**src/rtl/sr_drv_pkg.sv**
```systemverilog
// Shared types for the SR latch driver.
package sr_drv_pkg;
  typedef enum logic [1:0] {IDLE, PULSE, GAP} state_t;
endpackage

```
**src/rtl/sync_2ff.sv**
```systemverilog
// Two-flop synchronizer for a single asynchronous bit; both flops clear to 0.
module sync_2ff (
  input  logic clk,
  input  logic rst_n,
  input  logic d,
  output logic q
);
  logic r_meta;

  always_ff @(posedge clk or negedge rst_n) begin
    if (!rst_n) begin
      r_meta <= 1'b0;
      q      <= 1'b0;
    end else begin
      r_meta <= d;
      q      <= r_meta;
    end
  end
endmodule

```
**src/rtl/sr_latch_driver.sv**
```systemverilog
// Drives S/R of an external NOR latch: one clean pulse per write request,
// a guard gap afterwards, and a read-back check of the latch output.
module sr_latch_driver
  import sr_drv_pkg::*;
#(
  parameter int   PULSE_W = 4,
  parameter int   GAP_W   = 3,
  parameter logic INIT_Q  = 1'b0
) (
  input  logic clk,
  input  logic rst_n,
  input  logic req_valid,
  output logic req_ready,
  input  logic req_value,
  input  logic req_force,
  output logic s,
  output logic r,
  input  logic q_in,
  output logic q_expect,
  output logic done,
  output logic err,
  input  logic err_clr
);
  localparam int CNT_MAX = (PULSE_W > GAP_W) ? PULSE_W : GAP_W;
  localparam int CNT_W   = $clog2(CNT_MAX) + 1;

  state_t           r_state;
  logic [CNT_W-1:0] r_cnt;
  logic             w_q_sync;

  sync_2ff u_sync (
    .clk   (clk),
    .rst_n (rst_n),
    .d     (q_in),
    .q     (w_q_sync)
  );

  assign req_ready = (r_state == IDLE);

  always_ff @(posedge clk or negedge rst_n) begin
    if (!rst_n) begin
      r_state  <= IDLE;
      r_cnt    <= '0;
      s        <= 1'b0;
      r        <= 1'b0;
      done     <= 1'b0;
      err      <= 1'b0;
      q_expect <= INIT_Q;
    end else begin
      done <= 1'b0;
      // A mismatch in the GAP branch below overrides this clear.
      if (err_clr) err <= 1'b0;
      case (r_state)
        IDLE: begin
          if (req_valid) begin
            if (req_force || (req_value != q_expect)) begin
              r_state  <= PULSE;
              r_cnt    <= CNT_W'(PULSE_W - 1);
              q_expect <= req_value;
              s        <= req_value;
              r        <= ~req_value;
            end else begin
              done <= 1'b1;
            end
          end
        end
        PULSE: begin
          if (r_cnt == '0) begin
            r_state <= GAP;
            r_cnt   <= CNT_W'(GAP_W - 1);
            s       <= 1'b0;
            r       <= 1'b0;
          end else begin
            r_cnt <= r_cnt - 1'b1;
          end
        end
        GAP: begin
          if (r_cnt == '0) begin
            r_state <= IDLE;
            done    <= 1'b1;
            if (w_q_sync != q_expect) err <= 1'b1;
          end else begin
            r_cnt <= r_cnt - 1'b1;
          end
        end
        default: begin
          r_state <= IDLE;
          s       <= 1'b0;
          r       <= 1'b0;
        end
      endcase
    end
  end
endmodule
```
**config.mk**
```make
export PLATFORM = sky130hd
export DESIGN_NAME = sr_latch_driver
export DESIGN_NICKNAME = d
export VERILOG_FILES = /design/src/rtl/sr_drv_pkg.sv /design/src/rtl/sync_2ff.sv /design/src/rtl/sr_latch_driver.sv
export SDC_FILE = /design/constraint.sdc
export NUM_CORES = 1
export LEC_CHECK = 0
export CORE_MARGIN = 5
export CORE_UTILIZATION = 30
export CTS_CLUSTER_DIAMETER = 60
export DETAILED_ROUTE_END_ITERATION = 8
export GPL_ROUTABILITY_DRIVEN = 0
export GPL_TIMING_DRIVEN = 0
export PLACE_DENSITY_LB_ADDON = 0.1
export SYNTH_ARGS = -nofsm -noshare
export SYNTH_HDL_FRONTEND = slang
export SYNTH_SLANG_ARGS = --single-unit
```
**constraint.sdc**
```tcl
create_clock -name clk -period 2 [get_ports clk]
set_clock_uncertainty 0.1 [all_clocks]
set_input_delay 0.4 -clock clk [delete_from_list [all_inputs] [get_ports clk]]
set_output_delay 0.4 -clock clk [all_outputs]
set_load 0.01 [all_outputs]
```
Word level (Yosys, flattened, before mapping)
Index checks and enable logic that the tools add are counted.
- add/subtract/negate cells: 1
- equality and inequality tests: 9
- mux-type cells: 25
- bitwise operators: 2
- reductions and logical operators: 8
- operators with widths (cell ; number):
    1-bit two-way mux ; 12
    3-bit two-way mux ; 4
    4-bit AND reduction ; 3
    3-bit case mux with 3 select lines ; 1
    2-bit two-way mux ; 4
    2-bit inequality test (second input constant) ; 4
    1-bit case mux with 3 select lines ; 2
    2-bit case mux with 3 select lines ; 1
    3-bit logical NOT ; 1
    3-bit AND reduction ; 1
    3-bit nonzero test ; 1
    3-bit by 1-bit subtractor with 3-bit output (second input constant) ; 1
    2-bit by 1-bit equality test with 1-bit output (second input constant) ; 1
    2-bit equality test (second input constant) ; 1
    2-bit logical NOT ; 1
    1-bit inequality test ; 2
    2-bit by 1-bit inequality test with 1-bit output (second input constant) ; 1
    1-bit NOT ; 2
    1-bit case mux with 2 select lines ; 1
    1-bit logical OR ; 1
- register bits: 12
- input bits: 7
- word-level logic and storage cells: 54

Logic depth before layout (Yosys ltp)
Gate-level depths: netlist of the first run.
- word-level depth: 5
- mapped depth: 6
- depth with buffers taken out: 6

Cells and area by module
A second synthesis of the first run with hierarchy kept.
- cell total of the unflattened synthesis: 63
- area, all modules: 655.6 um2
- modules (own cells, without submodules) (module ; instances ; cells an instance ; area an instance (um2) ; seq. area each (um2)):
    sr_latch_driver ; 1 ; 61 ; 605.6 ; 250.2
    sync_2ff ; 1 ; 2 ; 50.0 ; 50.0

Worst setup path before layout of the first run
OpenSTA, ideal clock, no wires.
- path kind: register -> register
- start: reg r_state[0]
- end: reg r_cnt[0]
- arrival time: 1626 ps
- path slack: 147 ps
- stages on the path, launching flop included: 7
- path buffers: 0
- path through: dfrtp_1 > inv_1 > ha_1 > nor2b_1 > a21o_1 > a211oi_2 > mux2_1
- longest elaborated chain between the ends: 3
- RTL lines (element ; line ; RTL):
    from (decl) ; sr_latch_driver.sv:27 ; state_t r_state;
    from (signal assigned) ; sr_latch_driver.sv:42 ; r_state <= IDLE;
    from (signal assigned) ; sr_latch_driver.sv:57 ; r_state <= PULSE;
    from (signal assigned) ; sr_latch_driver.sv:69 ; r_state <= GAP;
    2-bit logical NOT * ; n/a ;
    via req_ready ; sr_latch_driver.sv:13 ; output logic req_ready,
    2-bit by 1-bit inequality test with 1-bit output (no line), or another cell as far along ; n/a ;
    4-bit AND reduction (no line) ; n/a ;
    to (signal assigned) ; sr_latch_driver.sv:58 ; r_cnt <= CNT_W'(PULSE_W - 1);
    to (signal assigned) ; sr_latch_driver.sv:70 ; r_cnt <= CNT_W'(GAP_W - 1);
    to (signal assigned) ; sr_latch_driver.sv:74 ; r_cnt <= r_cnt - 1'b1;
    to (decl) ; sr_latch_driver.sv:28 ; logic [CNT_W-1:0] r_cnt;
Mark *: on every way through the listed nets, which the timed path passes. The rest lies on a longest branch.
A chain may end at the register's enable or synchronous reset.

Final worst setup path of the first run
- start: reg r_state[0]
- end: reg r_cnt[1]
- longest elaborated chain between the ends: 3
- RTL lines (element ; line ; RTL):
    2-bit equality test, or another cell as far along ; sr_latch_driver.sv:53 ; case (r_state)
    2-bit inequality test (no line), or another cell as far along ; n/a ;
    4-bit AND reduction (no line) ; n/a ;
Parallel ways exist; a longest one is shown, timed or not.

==> impl_metrics.ini, run 1 <==
[place]
place_hpwl_um = 965.7
port_buffers = 12
numPlacedInstances = 100
place_ws_ns = -0.1304
place_area_sq_um = 807.0

[timing]
period_share = 0.9310
finalHoldViolations = 0
slew_viol_final = 0
fmax_ghz = 0.5370
min_period_ns = 1.862
setup_viol = 0
grt_setup_unrepaired = no
relSlewSlack = 0.6366
setup_ws_ns = 0.1379
tightestPinTransition_ns = 0.5434

[floorplan]
start_util = 0.3230
die_y_um = 56.66
die-width_um = 56.66
ios = 13
dieArea_sq_um = 3210
core_sq_um = 2022
placementRows = 16

[global_routing]
grt_pass1_wl_mm = 2.132
antenna_found_initial = 0
grt_max_degree = 13
overflow = 0
grt_pass1_vias = 447
track_usage = 0.08953

[pwr]
p_per_area_nw_per_um2 = 1444
ir_drop_mv = 0.6142
p_leak_nw = 0.3808

[layout]
fin_nets = 91
syn_to_final_growth_pct = 27.20
finalInstanceArea_sq_um = 830.8
fin_cells = 103
drive_gt1_frac = 0.1184
diodes = 0

[worst_hold_path]
hold_path_depth = 0
hold_path.class = reg2reg

[drt]
drt_pass1_iterations = 1
drt-total-wl_mm = 1.187
avgViaCountPerCell = 4.408
drtIter0Drc = 0
detail_route.wl_per_cell_um = 11.52
route.detailed.drc = 0
antenna_left = 0
dr_total_vias = 454

[cts]
clock_latency_ns = 0.26
post_cts_buffers = 0
cts_tree = built
cts-root-buf = clkbuf_4
cts.sinks = 12
cts-buffers-inserted = 3
clk_pin_slew_worst_paths_ns = 0.07
cts.path.max_buffers = 2
htree_levels = 1

[critical_path]
rrSetupSlack_ns = 0.14
r2r_cells = 6
crit_fanout = 7
crit_arrival_ns = 1.90
required_ns = 2.04
start_kind = flip-flop
worst-setup-path-type = reg2reg
setup.worst_path.end_class = flip-flop

[yosys]
ys_types = 23
netlist_area_sq_um = 653.1
ys_seq_elements = 12
ys_warn_count = 0
synth_cells = 61
ys_seq_area_frac = 0.4598
synth_nets = 74
synth_area_per_cell_sq_um = 10.71

[flow_run]
cap_violations = 0

[run_status]
status = finished clean
==> path summary, 6_finish.rpt <==
path,endpoint,startpoint
setup / recovery,r_cnt[1],r_state[0]
hold / removal,u_sync.q,u_sync.r_meta
setup reg to reg,r_cnt[1],r_state[0]
hold reg to reg,u_sync.q,u_sync.r_meta
max in group asynchronous,r_cnt[1],rst_n
min in group asynchronous,q_expect,rst_n
==> layout make-up <==
| class | count | area [sq um] |
|---|---|---|
| clock buffer | 3 | 22.52 |
| fill | 206 | 1191 |
| inverter | 5 | 18.77 |
| multi-input combinational | 44 | 336.6 |
| sequential | 12 | 300.3 |
| tap | 27 | 33.78 |
| timing repair buffer | 12 | 118.9 |
==> stage by stage <==
step,setup TNS [ns],utilization,total power [W],hold slack [ns]
3_5_place_dp,-0.2800,0.3991,0.001078,0.2364
3_3_place_gp,-0.3155,0.3991,0.001074,0.2335
6_report,0,0.4109,0.001200,0.2606
2_1_floorplan,0,-,0.0008654,0.004409
5_1_grt,0,0.4109,0.001342,0.2650
4_1_cts,0,0.4109,0.001230,0.2623
==> what timing repair did <==
action / CTS / global route
pin swaps: 0 / 1
endpoints found under the setup margin: 2 / 2
gates resized for setup: 2 / 0
hold buffers: 0 / 0
==> cells by family after synthesis <==
group,Yosys count,share of synthesized area
DFF,12,0.4598
adders and majority gates,6,0.1149
xor gates and xnor gates,2,0.02682
AOI/OAI and AO/OA,13,0.1399
buffers and inverters,5,0.02874
muxes,5,0.08620
and+or+nand+nor,18,0.1437
==> layer usage <==
| layer | GRT usage | part of all wire | up-vias |
|---|---|---|---|
| met5 | 0 | 0 | - |
| met2 | 0.1089 | 0.42 | 6 |
| li1 | - | - | 240 |
| met3 | 0.05046 | 0.040 | 2 |
| met1 | 0.1281 | 0.52 | 206 |
| met4 | 0.03051 | 0.012 | 0 |
==> Yosys cell counts (all sizes together) <==
library cell | n | area, sq um
a21boi | 1 | 7.510
a21oi | 2 | 10.01
a211oi | 1 | 12.51
nand4 | 1 | 6.260
inv | 5 | 18.77
ha | 6 | 75.07
mux2 | 5 | 56.30
o22ai | 1 | 6.260
a21o | 1 | 7.510
dfrtp | 12 | 300.3
nand2 | 5 | 18.77
nor2 | 5 | 18.77
a21bo | 1 | 10.01
nor2b | 3 | 18.77
and2b | 2 | 18.77
o22a | 1 | 8.760
o21ai | 4 | 20.01
nand2b | 2 | 12.51
xnor2 | 2 | 17.52
a41oi | 1 | 8.760
==> report_power, final <==
part	leakage, nW	internal [W]	switching (W)
sequential	0.150	0.000329	0.0000626
clock	0.0138	0.0000694	0.0000718
combinational	0.217	0.000347	0.000321
total	0.381	0.000745	0.000455
==> critical path, cell delays in order, from the launching register on <==
cell and delay, ns:
dfrtp_1 0.40, inv_1 0.08, ha_2 0.23, nor2b_1 0.15
a21o_1 0.21, a211oi_2 0.22, mux2_1 0.35
==> registers in the layout (all words and copies together), names as in the netlist <==
register	flops
err	1
u_sync.r_meta	1
r	1
q_expect	1
s	1
r_cnt	3
u_sync.q	1
done	1
r_state	2
==> placed cells by master (no fill, tap or decap) <==
cell,count
dfrtp_1,12
clkdlybuf4s50_1,11
inv_1,5
nand2_1,5
nor2_1,5
ha_1,5
mux2_1,4
o21ai_0,3
nor2b_1,3
clkbuf_4,3
xnor2_1,2
nand2b_1,2
a21oi_1,2
and2b_4,1
o22ai_1,1
a21boi_0,1
a21o_1,1
a211oi_2,1
and2b_2,1
o22a_1,1
mux2_2,1
a41oi_1,1
o21ai_1,1
nand4_1,1
a21bo_2,1
ha_2,1
dlygate4sd2_1,1
No activity file was read; power rests on OpenSTA's default activity.
==> run 2, diff against run 1 <==
--- a/config.mk
+++ b/config.mk
@@ -5,9 +5,11 @@
 export SDC_FILE = /design/constraint.sdc
 export NUM_CORES = 1
 export LEC_CHECK = 0
+export ABC_CLOCK_PERIOD_IN_PS = 2000
 export CORE_MARGIN = 5
 export CORE_UTILIZATION = 30
 export CTS_CLUSTER_DIAMETER = 60
+export CTS_CLUSTER_SIZE = 8
 export DETAILED_ROUTE_END_ITERATION = 8
 export GPL_ROUTABILITY_DRIVEN = 0
 export GPL_TIMING_DRIVEN = 0
==> results of run 2 <==
The final DEF is identical to that of run 1; final timing and power are the same.
